File: src/rtl/sys_bus_pkg.sv
// Shared types and constants for the 6502 system bus controller.
package sys_bus_pkg;

    typedef enum logic [1:0] {
        ST_RESET = 2'd0,
        ST_RUN   = 2'd1,
        ST_WAIT  = 2'd2
    } state_e;

    localparam int WAIT_W = 4;

    // Apple-1 memory map: slave i matches when (addr & MASK) == BASE
    localparam logic [15:0] RAM_BASE   = 16'h0000;
    localparam logic [15:0] RAM_MASK   = 16'hE000;
    localparam logic [15:0] UART_BASE  = 16'hD010;
    localparam logic [15:0] UART_MASK  = 16'hFFFC;
    localparam logic [15:0] BASIC_BASE = 16'hE000;
    localparam logic [15:0] BASIC_MASK = 16'hF000;
    localparam logic [15:0] WOZ_BASE   = 16'hFF00;
    localparam logic [15:0] WOZ_MASK   = 16'hFF00;

    // Flat tables, slave 0 in the least significant 16 bits
    localparam logic [63:0] SLV_BASE_DEF = {WOZ_BASE, BASIC_BASE, UART_BASE, RAM_BASE};
    localparam logic [63:0] SLV_MASK_DEF = {WOZ_MASK, BASIC_MASK, UART_MASK, RAM_MASK};

endpackage

File: src/rtl/sys_bus_ctrl_clken_gen.sv
// CPU clock-enable generator: free-running divider with a registered tick pulse.
module clken_gen #(
    parameter int CLK_DIV = 25
) (
    input  logic clk,
    input  logic rst_n,
    output logic tick
);
    localparam int CW = $clog2(CLK_DIV);

    logic [CW-1:0] cnt_q, cnt_d;
    logic          tick_q, tick_d;

    // Divider wraps at CLK_DIV-1; tick fires one cycle after the count passes zero
    always_comb begin
        cnt_d  = cnt_q + CW'(1);
        tick_d = (cnt_q == {CW{1'b0}});
        if (cnt_q == CW'(CLK_DIV - 1)) begin
            cnt_d = {CW{1'b0}};
        end else begin
            cnt_d = cnt_q + CW'(1);
        end
    end

    // Divider and tick registers
    always_ff @(posedge clk or negedge rst_n) begin
        if (!rst_n) begin
            cnt_q  <= {CW{1'b0}};
            tick_q <= 1'b0;
        end else begin
            cnt_q  <= cnt_d;
            tick_q <= tick_d;
        end
    end

    assign tick = tick_q;

endmodule

File: src/rtl/sys_bus_ctrl.sv
// 6502 CPU-side bus controller: reset sequencing, bus latching, table decode,
// read mux, per-slave wait states and write protection.
module sys_bus_ctrl
    import sys_bus_pkg::*;
#(
    parameter int                     CLK_DIV   = 25,
    parameter int                     RST_TICKS = 63,
    parameter int                     NUM_SLV   = 4,
    parameter logic [NUM_SLV*16-1:0]  SLV_BASE  = SLV_BASE_DEF,
    parameter logic [NUM_SLV*16-1:0]  SLV_MASK  = SLV_MASK_DEF,
    parameter logic [NUM_SLV*4-1:0]   SLV_WAIT  = {NUM_SLV*4{1'b0}},
    parameter logic [NUM_SLV-1:0]     SLV_RO    = {NUM_SLV{1'b0}},
    parameter logic [7:0]             OPEN_BUS  = 8'hFF
) (
    input  logic                   clk25,
    input  logic                   rst_n,
    input  logic [15:0]            cpu_ab,
    input  logic [7:0]             cpu_do,
    input  logic                   cpu_we,
    output logic                   cpu_rdy,
    output logic                   cpu_reset,
    output logic [7:0]             cpu_di,
    output logic [15:0]            bus_ab,
    output logic [7:0]             bus_do,
    output logic [NUM_SLV-1:0]     bus_we,
    output logic [NUM_SLV-1:0]     slv_cs,
    output logic                   slv_en,
    input  logic [NUM_SLV*8-1:0]   slv_dout,
    output logic                   bus_err
);

    state_e              state_q, state_d;
    logic [7:0]          rst_cnt_q, rst_cnt_d;
    logic [WAIT_W-1:0]   wcnt_q, wcnt_d;
    logic [15:0]         bus_ab_q, bus_ab_d;
    logic [7:0]          bus_do_q, bus_do_d;
    logic                we_q, we_d;
    logic [7:0]          cpu_di_q, cpu_di_d;

    logic                tick_s;
    logic [NUM_SLV-1:0]  new_sel_s;
    logic [WAIT_W-1:0]   new_wait_s;
    logic [NUM_SLV-1:0]  slv_cs_s;
    logic [7:0]          rd_data_s;
    logic                ro_hit_s;

    // Table decode; scanning high to low lets the lowest matching index win
    function automatic logic [NUM_SLV-1:0] decode(input logic [15:0] addr);
        logic [NUM_SLV-1:0] hit;
        hit = {NUM_SLV{1'b0}};
        for (int i = NUM_SLV - 1; i >= 0; i--) begin
            if ((addr & SLV_MASK[i*16 +: 16]) == SLV_BASE[i*16 +: 16]) begin
                hit    = {NUM_SLV{1'b0}};
                hit[i] = 1'b1;
            end else begin
                hit = hit;
            end
        end
        return hit;
    endfunction

    clken_gen #(.CLK_DIV(CLK_DIV)) u_clken (
        .clk   (clk25),
        .rst_n (rst_n),
        .tick  (tick_s)
    );

    // Decode the latched bus (idle while in reset) and the incoming CPU address
    always_comb begin
        new_sel_s  = decode(cpu_ab);
        slv_cs_s   = (state_q == ST_RESET) ? {NUM_SLV{1'b0}} : decode(bus_ab_q);
        new_wait_s = {WAIT_W{1'b0}};
        rd_data_s  = 8'h00;
        for (int i = 0; i < NUM_SLV; i++) begin
            new_wait_s = new_wait_s | (SLV_WAIT[i*4 +: 4] & {WAIT_W{new_sel_s[i]}});
            rd_data_s  = rd_data_s | (slv_dout[i*8 +: 8] & {8{slv_cs_s[i]}});
        end
        ro_hit_s = |(slv_cs_s & SLV_RO);
    end

    // Next-state logic: reset sequencing, bus latching and wait counting
    always_comb begin
        state_d   = state_q;
        rst_cnt_d = rst_cnt_q;
        wcnt_d    = wcnt_q;
        bus_ab_d  = bus_ab_q;
        bus_do_d  = bus_do_q;
        we_d      = we_q;
        cpu_di_d  = cpu_di_q;
        if (tick_s) begin
            cpu_di_d = (|slv_cs_s) ? rd_data_s : OPEN_BUS;
        end else begin
            cpu_di_d = cpu_di_q;
        end
        case (state_q)
            ST_RESET: begin
                if (tick_s) begin
                    if (rst_cnt_q == 8'(RST_TICKS - 1)) begin
                        rst_cnt_d = 8'd0;
                        state_d   = ST_RUN;
                    end else begin
                        rst_cnt_d = rst_cnt_q + 8'd1;
                    end
                end else begin
                    state_d = ST_RESET;
                end
            end
            ST_RUN: begin
                if (tick_s) begin
                    bus_ab_d = cpu_ab;
                    bus_do_d = cpu_do;
                    we_d     = cpu_we;
                    if (new_wait_s != {WAIT_W{1'b0}}) begin
                        wcnt_d  = new_wait_s;
                        state_d = ST_WAIT;
                    end else begin
                        state_d = ST_RUN;
                    end
                end else begin
                    state_d = ST_RUN;
                end
            end
            ST_WAIT: begin
                if (tick_s) begin
                    wcnt_d = wcnt_q - WAIT_W'(1);
                    if (wcnt_q == WAIT_W'(1)) begin
                        state_d = ST_RUN;
                    end else begin
                        state_d = ST_WAIT;
                    end
                end else begin
                    state_d = ST_WAIT;
                end
            end
            default: begin
                state_d = ST_RESET;
            end
        endcase
    end

    // FSM state register
    always_ff @(posedge clk25 or negedge rst_n) begin
        if (!rst_n) begin
            state_q <= ST_RESET;
        end else begin
            state_q <= state_d;
        end
    end

    // Datapath registers: counters, latched bus and CPU read data
    always_ff @(posedge clk25 or negedge rst_n) begin
        if (!rst_n) begin
            rst_cnt_q <= 8'd0;
            wcnt_q    <= {WAIT_W{1'b0}};
            bus_ab_q  <= 16'h0000;
            bus_do_q  <= 8'h00;
            we_q      <= 1'b0;
            cpu_di_q  <= OPEN_BUS;
        end else begin
            rst_cnt_q <= rst_cnt_d;
            wcnt_q    <= wcnt_d;
            bus_ab_q  <= bus_ab_d;
            bus_do_q  <= bus_do_d;
            we_q      <= we_d;
            cpu_di_q  <= cpu_di_d;
        end
    end

    // Output decode: RDY gating, access strobe and error pulse per state
    always_comb begin
        cpu_reset = 1'b0;
        cpu_rdy   = 1'b0;
        slv_en    = 1'b0;
        bus_err   = 1'b0;
        case (state_q)
            ST_RESET: begin
                cpu_reset = 1'b1;
                cpu_rdy   = tick_s;
            end
            ST_RUN: begin
                cpu_rdy = tick_s;
                slv_en  = tick_s & (|slv_cs_s);
                bus_err = tick_s & ((slv_cs_s == {NUM_SLV{1'b0}}) | (we_q & ro_hit_s));
            end
            ST_WAIT: begin
                cpu_rdy = 1'b0;
            end
            default: begin
                cpu_reset = 1'b1;
            end
        endcase
    end

    assign bus_we = slv_cs_s & ~SLV_RO & {NUM_SLV{we_q}};
    assign slv_cs = slv_cs_s;
    assign bus_ab = bus_ab_q;
    assign bus_do = bus_do_q;
    assign cpu_di = cpu_di_q;

endmodule

File: config.mk
export PLATFORM = sky130hd
export DESIGN_NAME = sys_bus_ctrl
export DESIGN_NICKNAME = d
export VERILOG_FILES = /design/src/rtl/sys_bus_pkg.sv /design/src/rtl/sys_bus_ctrl_clken_gen.sv /design/src/rtl/sys_bus_ctrl.sv
export SDC_FILE = /design/constraint.sdc
export NUM_CORES = 1
export LEC_CHECK = 0
export CELL_PAD_IN_SITES_DETAIL_PLACEMENT = 0
export CELL_PAD_IN_SITES_GLOBAL_PLACEMENT = 1
export CORE_MARGIN = 10
export CORE_UTILIZATION = 33
export CTS_BUF_LIST = sky130_fd_sc_hd__clkbuf_4 sky130_fd_sc_hd__clkbuf_8 sky130_fd_sc_hd__clkbuf_16
export DETAILED_ROUTE_END_ITERATION = 12
export GPL_TIMING_DRIVEN = 0
export HOLD_SLACK_MARGIN = 0.08
export PLACE_DENSITY_LB_ADDON = 0.1
export REMOVE_ABC_BUFFERS = 1
export SETUP_SLACK_MARGIN = 0.4
export SYNTH_ARGS = -nofsm -noshare
export SYNTH_HDL_FRONTEND = slang
export SYNTH_SLANG_ARGS = --single-unit
File: constraint.sdc
create_clock -name clk25 -period 2.44 [get_ports clk25]
set_input_delay 0.244 -clock clk25 [delete_from_list [all_inputs] [get_ports clk25]]
set_output_delay 0.244 -clock clk25 [all_outputs]
set_load 0.05 [all_outputs]
Word-level counts from Yosys, hierarchy flattened
Index checks and enable logic that the tools add are counted.
{"block": "classes", "n_reduce_logical": 10, "addsub": 3, "n_bitwise": 10, "n_mux": 17, "n_eq_ne": 9}
{"cell": "AND 8 bit", "count": 4}
{"cell": "bitwise OR 8 bit", "count": 3}
{"cell": "2-to-1 mux 4 bit", "count": 5}
{"cell": "zero test 16 bit", "count": 1}
{"cell": "2-to-1 mux 8 bit", "count": 2}
{"cell": "equality test 14 bit, second input constant", "count": 1}
{"cell": "adder 8 x 1 -> 8 bit, second input constant", "count": 1}
{"cell": "equality test 8 x 6 -> 1 bit, second input constant", "count": 1}
{"cell": "equality test 8 bit, second input constant", "count": 1}
{"cell": "2-to-1 mux 2 bit", "count": 4}
{"cell": "one-hot mux 2 bit (3 select lines)", "count": 1}
{"cell": "AND reduction 2 bit", "count": 3}
{"cell": "adder 5 x 1 -> 5 bit, second input constant", "count": 1}
{"cell": "equality test 5 bit, second input constant", "count": 1}
{"cell": "zero test 5 bit", "count": 1}
{"cell": "2-to-1 mux 5 bit", "count": 1}
{"cell": "AND 4 bit", "count": 1}
{"cell": "equality test 4 x 1 -> 1 bit, second input constant", "count": 1}
{"cell": "equality test 4 bit, second input constant", "count": 1}
{"cell": "zero test 4 bit", "count": 1}
{"cell": "2-to-1 mux 1 bit", "count": 4}
{"cell": "OR reduction 2 bit", "count": 2}
{"cell": "OR reduction 4 bit", "count": 1}
{"cell": "subtractor 4 x 1 -> 4 bit, second input constant", "count": 1}
{"cell": "5 further kinds", "count": 6}
{"block": "word_totals", "input_bits": 59, "output_inout_bits": 44, "reg_bits": 53, "wordCells": 58}

Longest topological paths before layout
{"block": "depth", "word_depth": 11, "mapped_depth": 7, "mapped_depth_nobuf": 6}

Cells and area by module
Synthesis repeated with hierarchy kept, for this count alone.
{"block": "unflattened", "cells_unflattened": 225, "area_unflattened_um2": 2592.5}
{"module": "sys_bus_ctrl", "cells_per_inst": 198, "instances": 1, "seq_area_each_um2": 1186.1, "area_each_um2": 2287.2}
{"module": "clken_gen", "cells_per_inst": 27, "instances": 1, "seq_area_each_um2": 150.1, "area_each_um2": 305.3}

Least setup slack after synthesis
OpenSTA, ideal clock, no wires.
{"block": "synth_path", "path_type": "reg2out", "from": "register bus_ab_q[10], in the netlist bus_ab[10]", "to": "output port bus_we[3]", "path_stages_with_launch": 5, "arrival_time_ns": 2.695, "path_slack_ns": -0.499, "n_path_buf": 1, "required_ns": 2.196, "path_cell_list": "dfrtp_1 -> buf_2 -> nand4_1 -> nor3_1 -> and2_1"}
{"block": "synth_via", "elab_chain_len": 7, "word_cells_on_any_way": 8, "classes_between": "2 x eq/ne; 5 x mux; 1 x bitwise"}
{"element": "from (decl)", "line": "sys_bus_ctrl.sv:35", "text": "logic [15:0] bus_ab_q, bus_ab_d;"}
{"element": "from (signal assigned)", "line": "sys_bus_ctrl.sv:162", "text": "bus_ab_q <= bus_ab_d;"}
{"element": "equality test 8 bit", "line": "sys_bus_ctrl.sv:52", "text": "if ((addr & SLV_MASK[i*16 +: 16]) == SLV_BASE[i*16 +: 16]) begin"}
{"element": "2-to-1 mux 4 bit (2 in a row)", "line": "sys_bus_ctrl.sv:52"}
{"element": "2-to-1 mux 4 bit * (2 in a row)", "line": "sys_bus_ctrl.sv:52"}
{"element": "2-to-1 mux 4 bit *", "line": "sys_bus_ctrl.sv:71", "text": "slv_cs_s = (state_q == ST_RESET) ? {NUM_SLV{1'b0}} : decode(bus_ab_q);"}
{"element": "named net slv_cs[3]", "line": "sys_bus_ctrl.sv:26", "text": "output logic [NUM_SLV-1:0] slv_cs,"}
{"element": "AND 4 bit *", "line": "sys_bus_ctrl.sv:194", "text": "assign bus_we = slv_cs_s & ~SLV_RO & {NUM_SLV{we_q}};"}
{"element": "to (decl)", "line": "sys_bus_ctrl.sv:25", "text": "output logic [NUM_SLV-1:0] bus_we,"}
Mark *: on every way through the listed nets, which the timed path passes. The rest lies on a longest branch.

Final worst setup path
{"block": "layout_path", "from": "register state_q[1]", "to": "output port slv_en"}
{"block": "layout_via", "elab_chain_len": 5, "word_cells_on_any_way": 6, "classes_between": "1 x eq/ne; 2 x mux; 1 x bitwise; 2 x reduce/logical"}
{"element": "from (decl)", "line": "sys_bus_ctrl.sv:32", "text": "state_e state_q, state_d;"}
{"element": "from (signal assigned)", "line": "sys_bus_ctrl.sv:146", "text": "state_q <= state_d;"}
{"element": "zero test 2 bit", "line": "sys_bus_ctrl.sv:71"}
{"element": "2-to-1 mux 4 bit", "line": "sys_bus_ctrl.sv:71"}
{"element": "OR reduction 4 bit", "line": "sys_bus_ctrl.sv:182", "text": "slv_en = tick_s & (|slv_cs_s);"}
{"element": "AND 1 bit", "line": "sys_bus_ctrl.sv:182"}
{"element": "2-to-1 mux 1 bit *", "line": "sys_bus_ctrl.sv:175", "text": "case (state_q)"}
{"element": "to (decl)", "line": "sys_bus_ctrl.sv:27", "text": "output logic slv_en,"}
Every way passes the cells marked *; elsewhere a longest branch is shown, timed or not.

==> Flow_metrics.wiki <==
{| class="wikitable"
! Metric !! Value
|-
| Number of synthesized flops with an enable pin || 0
|-
| Worst setup path endpoint || slv_en
|-
| Number of top-level pins || 103
|-
| Commonest non-fill, non-tap cell in the layout || sky130_fd_sc_hd__clkdlybuf4s50_1
|-
| Crit path time final || 2.19 ns
|-
| CTS tree || yes
|-
| Post-synthesis average cell area || ~11 sq um
|-
| Number of standard cells in the final layout excluding fillers || 454
|-
| Mean routed wirelength per cell || approximately 18 um
|-
| Number of inserted diodes || 0
|-
| Synthesis-to-layout area growth || 53.8%
|-
| FILL cells || 740
|-
| Drt first pass iters || 4
|-
| Max Slew Vio Count || 0
|-
| Detailed-placement wirelength estimate || 5.87 mm
|-
| Remaining Overflow, GRT || 0
|-
| RSZ-0062 raised after global routing || true
|-
| Count of mapped cells out of synthesis || 237
|-
| Initial antenna violation count || 0
|-
| Wire length of the first global-routing pass || 12.9 mm
|-
| Worst-Skew Late Latency || 0.31 ns
|-
| Seq/Total Area, Yosys || 50.7%
|-
| Critical path peak fanout || 6
|-
| Ys async rst share || 100%
|-
| Worst-case clock skew || 0.0106 ns
|-
| Net count of the finished layout || 420
|-
| TritonCTS Sinks || 53
|-
| Number of buffers between clock root and the deepest sink || 2
|-
| Area share of the largest cell type after synthesis || a little over two fifths
|-
| Cell type with the highest aggregate area in the netlist || sky130_fd_sc_hd__dfrtp_1
|-
| Reg-to-reg startpoint || state_q[1]
|-
| Total GRT Usage || 13.6%
|-
| Number of cell instances on the worst register-to-register path || 8
|-
| Post-placement cell count || ~430
|-
| Gpl congestion || 0.731
|-
| Origin of the worst setup path || state_q[1]
|-
| Area of the placeable core || just under 8000 sq um
|-
| Proportion of layout cells with a drive suffix above 1 || between 10% and 20%
|-
| Final number of setup-violating endpoints || 0
|-
| Number of levels the H-tree was split into || 2
|-
| Crit start category || flop
|-
| Starting Density || between 30% and 40%
|-
| Sum of routed wire length over all layers || 8.19 mm
|-
| Number of synthesized register bits || 53
|-
| Req. time, crit path || 2.20 ns
|-
| Total of warnings raised by yosys || 0
|-
| Number of buffers added on ports || 102
|-
| Die Width || 109 um
|-
| Data arrival time of the critical path || 1.95 ns
|-
| Storage cell area || 1340 sq um
|-
| Vias || approximately 2300
|-
| Pleak || 1.67 nW
|-
| Capturing point of the worst reg2reg path || cpu_di[4]
|-
| Max-capacitance violation count || 0
|-
| Vias in the first global route || 2371
|-
| Status || finished, final reports clean
|-
| Most used cells in the layout excluding fill and tap cells || 88 x sky130_fd_sc_hd__clkdlybuf4s50_1, 42 x sky130_fd_sc_hd__dfrtp_1, 16 x sky130_fd_sc_hd__mux2_1
|-
| Type of the setup path with the least slack || flop to output port
|-
| Fmax || 456 MHz
|-
| Maximum number of pins on one net before global-route repair || 33
|-
| Mean number of vias per cell || approximately 5.1
|-
| Post-layout util || between 50 and 60%
|-
| Worst-Margin Slew || 0.575 ns
|-
| Minimum setup slack among reg-to-reg paths || 0.51 ns
|-
| Starting DRC count in detailed routing || 106
|-
| Multi-input gate area || between 1000 and 1500 sq um
|-
| Number of rows created at floorplan || 32
|-
| Portion of the clock cycle consumed by the worst path in the final layout || 89.8%
|-
| Final hold violation count || 0
|-
| Cell at the root of the clock tree || sky130_fd_sc_hd__clkbuf_8
|-
| CTS Buf Count || 5
|-
| Post-synthesis instance area || between 2000 and 3000 sq um
|-
| Design Power || around 1.7 mW
|-
| Setup TNS || 0 ns
|-
| PwrDens || 422 nW/um^2
|-
| Crit path capture type || output port
|-
| Number of remaining DRC errors || 0
|-
| Die footprint || 12000 sq um
|-
| Worst vdd rail ir drop || 0.000294 V
|-
| Class of the worst hold path || primary input to async pin
|-
| Die extent in y || 109 um
|-
| Antenna-violating nets left || 0
|-
| CTS clk-pin slew, worst paths || 0.10 ns
|-
| Top area cells in the synthesized netlist || sky130_fd_sc_hd__dfrtp_1 43%, sky130_fd_sc_hd__dfstp_2 8.0%, sky130_fd_sc_hd__mux2_1 6.8%
|-
| Count of cell types in the netlist || 38
|-
| Most used flip-flop cell after synthesis || sky130_fd_sc_hd__dfrtp_1
|-
| Slew HR || about three fifths
|}
## what timing repair did
action,4_1_cts,5_1_grt
cloned,0,1
hold buffers,1,0
setup endpoints to repair,32,8
endpoints found under the hold margin,13,0
pin swaps,5,1
buffers inserted,8,4
resized for setup,78,13
## metal layers
| layer | global-route usage, % | share of wire [%] |
|---|---|---|
| met1 | 16.5 | 43 |
| met2 | 22.2 | 46 |
| met3 | 5.15 | 9.1 |
| met4 | 3.72 | 1.3 |
| met5 | 0 | 0 |
## flip-flops by register name, summed over array words and instances, names as in the netlist
signal         count
bus_ab            16
bus_do             8
cpu_di             8
rst_cnt_q          8
state_q            2
u_clken.cnt_q      5
u_clken.tick       1
wcnt_q             4
we_q               1
## synthesized netlist by cell type, types with 3 or more instances
library cell and n:
sky130_fd_sc_hd__mux2_1 16, sky130_fd_sc_hd__mux2_2 10, sky130_fd_sc_hd__nor2b_1 5, sky130_fd_sc_hd__inv_1 11, sky130_fd_sc_hd__o2bb2ai_1 8, sky130_fd_sc_hd__a222oi_1 8, sky130_fd_sc_hd__nand3_1 5, sky130_fd_sc_hd__dfstp_2 8
sky130_fd_sc_hd__dfrtp_1 45, sky130_fd_sc_hd__o21ai_0 9, sky130_fd_sc_hd__nor4_1 3, sky130_fd_sc_hd__clkbuf_1 4, sky130_fd_sc_hd__nand4_1 9, sky130_fd_sc_hd__ha_1 10, sky130_fd_sc_hd__xnor2_1 4, sky130_fd_sc_hd__nor2_1 15
sky130_fd_sc_hd__and3_1 4, sky130_fd_sc_hd__and2_1 4, sky130_fd_sc_hd__a31oi_1 10, sky130_fd_sc_hd__nand2_1 14, sky130_fd_sc_hd__a21oi_1 7, sky130_fd_sc_hd__buf_2 7
## layout make-up
| type | count | share of cell area (%) |
|---|---|---|
| Clock inverter | 2 | 0.340 |
| Multi-Input combinational cell | 163 | 32.4 |
| Clock buffer | 6 | 1.88 |
| Inverter | 11 | 1.02 |
| Tap cell | 102 | 3.15 |
| Timing Repair Buffer | 117 | 28.0 |
| Sequential cell | 53 | 33.1 |
## cell families after synthesis
logic type / Yosys count / synth area share, %
AND/OR/NAND/NOR: 73 / 15.5
flip-flops: 53 / 50.7
AO/OA/AOI/OAI: 47 / 12.4
multiplexers: 27 / 11.5
buffers and inverters: 22 / 3.47
adder cells (fa/ha/maj): 10 / 4.75
XOR/XNOR: 5 / 1.66
## through the flow
stage	hold slack [ns]	instance area (sq um)	worst slack (ns)
final	0.442	4050	0.248
after global routing	0.475	4050	0.186
after CTS	0.460	3960	0.250
after detailed placement	0.259	3760	-0.777
after global placement	0.460	3730	-1.50
after floorplan	-0.0516	2580	-1.84
## where the power goes
part           internal, mW  switching [mW]  total (mW)  leakage (nW)
logic                 0.138           0.128       0.266         0.988
registers             0.900          0.0279       0.928         0.636
clock network         0.217           0.300       0.517        0.0490
total                  1.25           0.456        1.71          1.67
## worst max-delay path, stage by stage, from the launching register on
cell and delay [ns]:
sky130_fd_sc_hd__dfrtp_1 0.40, sky130_fd_sc_hd__inv_2 0.09, sky130_fd_sc_hd__ha_4 0.20, sky130_fd_sc_hd__nor4bb_4 0.06
sky130_fd_sc_hd__and4_4 0.21, sky130_fd_sc_hd__or3_4 0.40, sky130_fd_sc_hd__nor2b_4 0.14, sky130_fd_sc_hd__buf_6 0.15
## worst min path at each step
stage | from | to | depth (start not counted)
final | rst_n | rst_cnt_q[5] | 2
after global routing | rst_n | wcnt_q[3] | 2
after CTS | rst_n | rst_cnt_q[4] | 2
after detailed placement | rst_n | rst_cnt_q[4] | 1
after global placement | wcnt_q[3] | wcnt_q[3] | 1
after floorplan | rst_n | bus_ab[0] | 0
No activity file was read; power rests on OpenSTA's default activity.
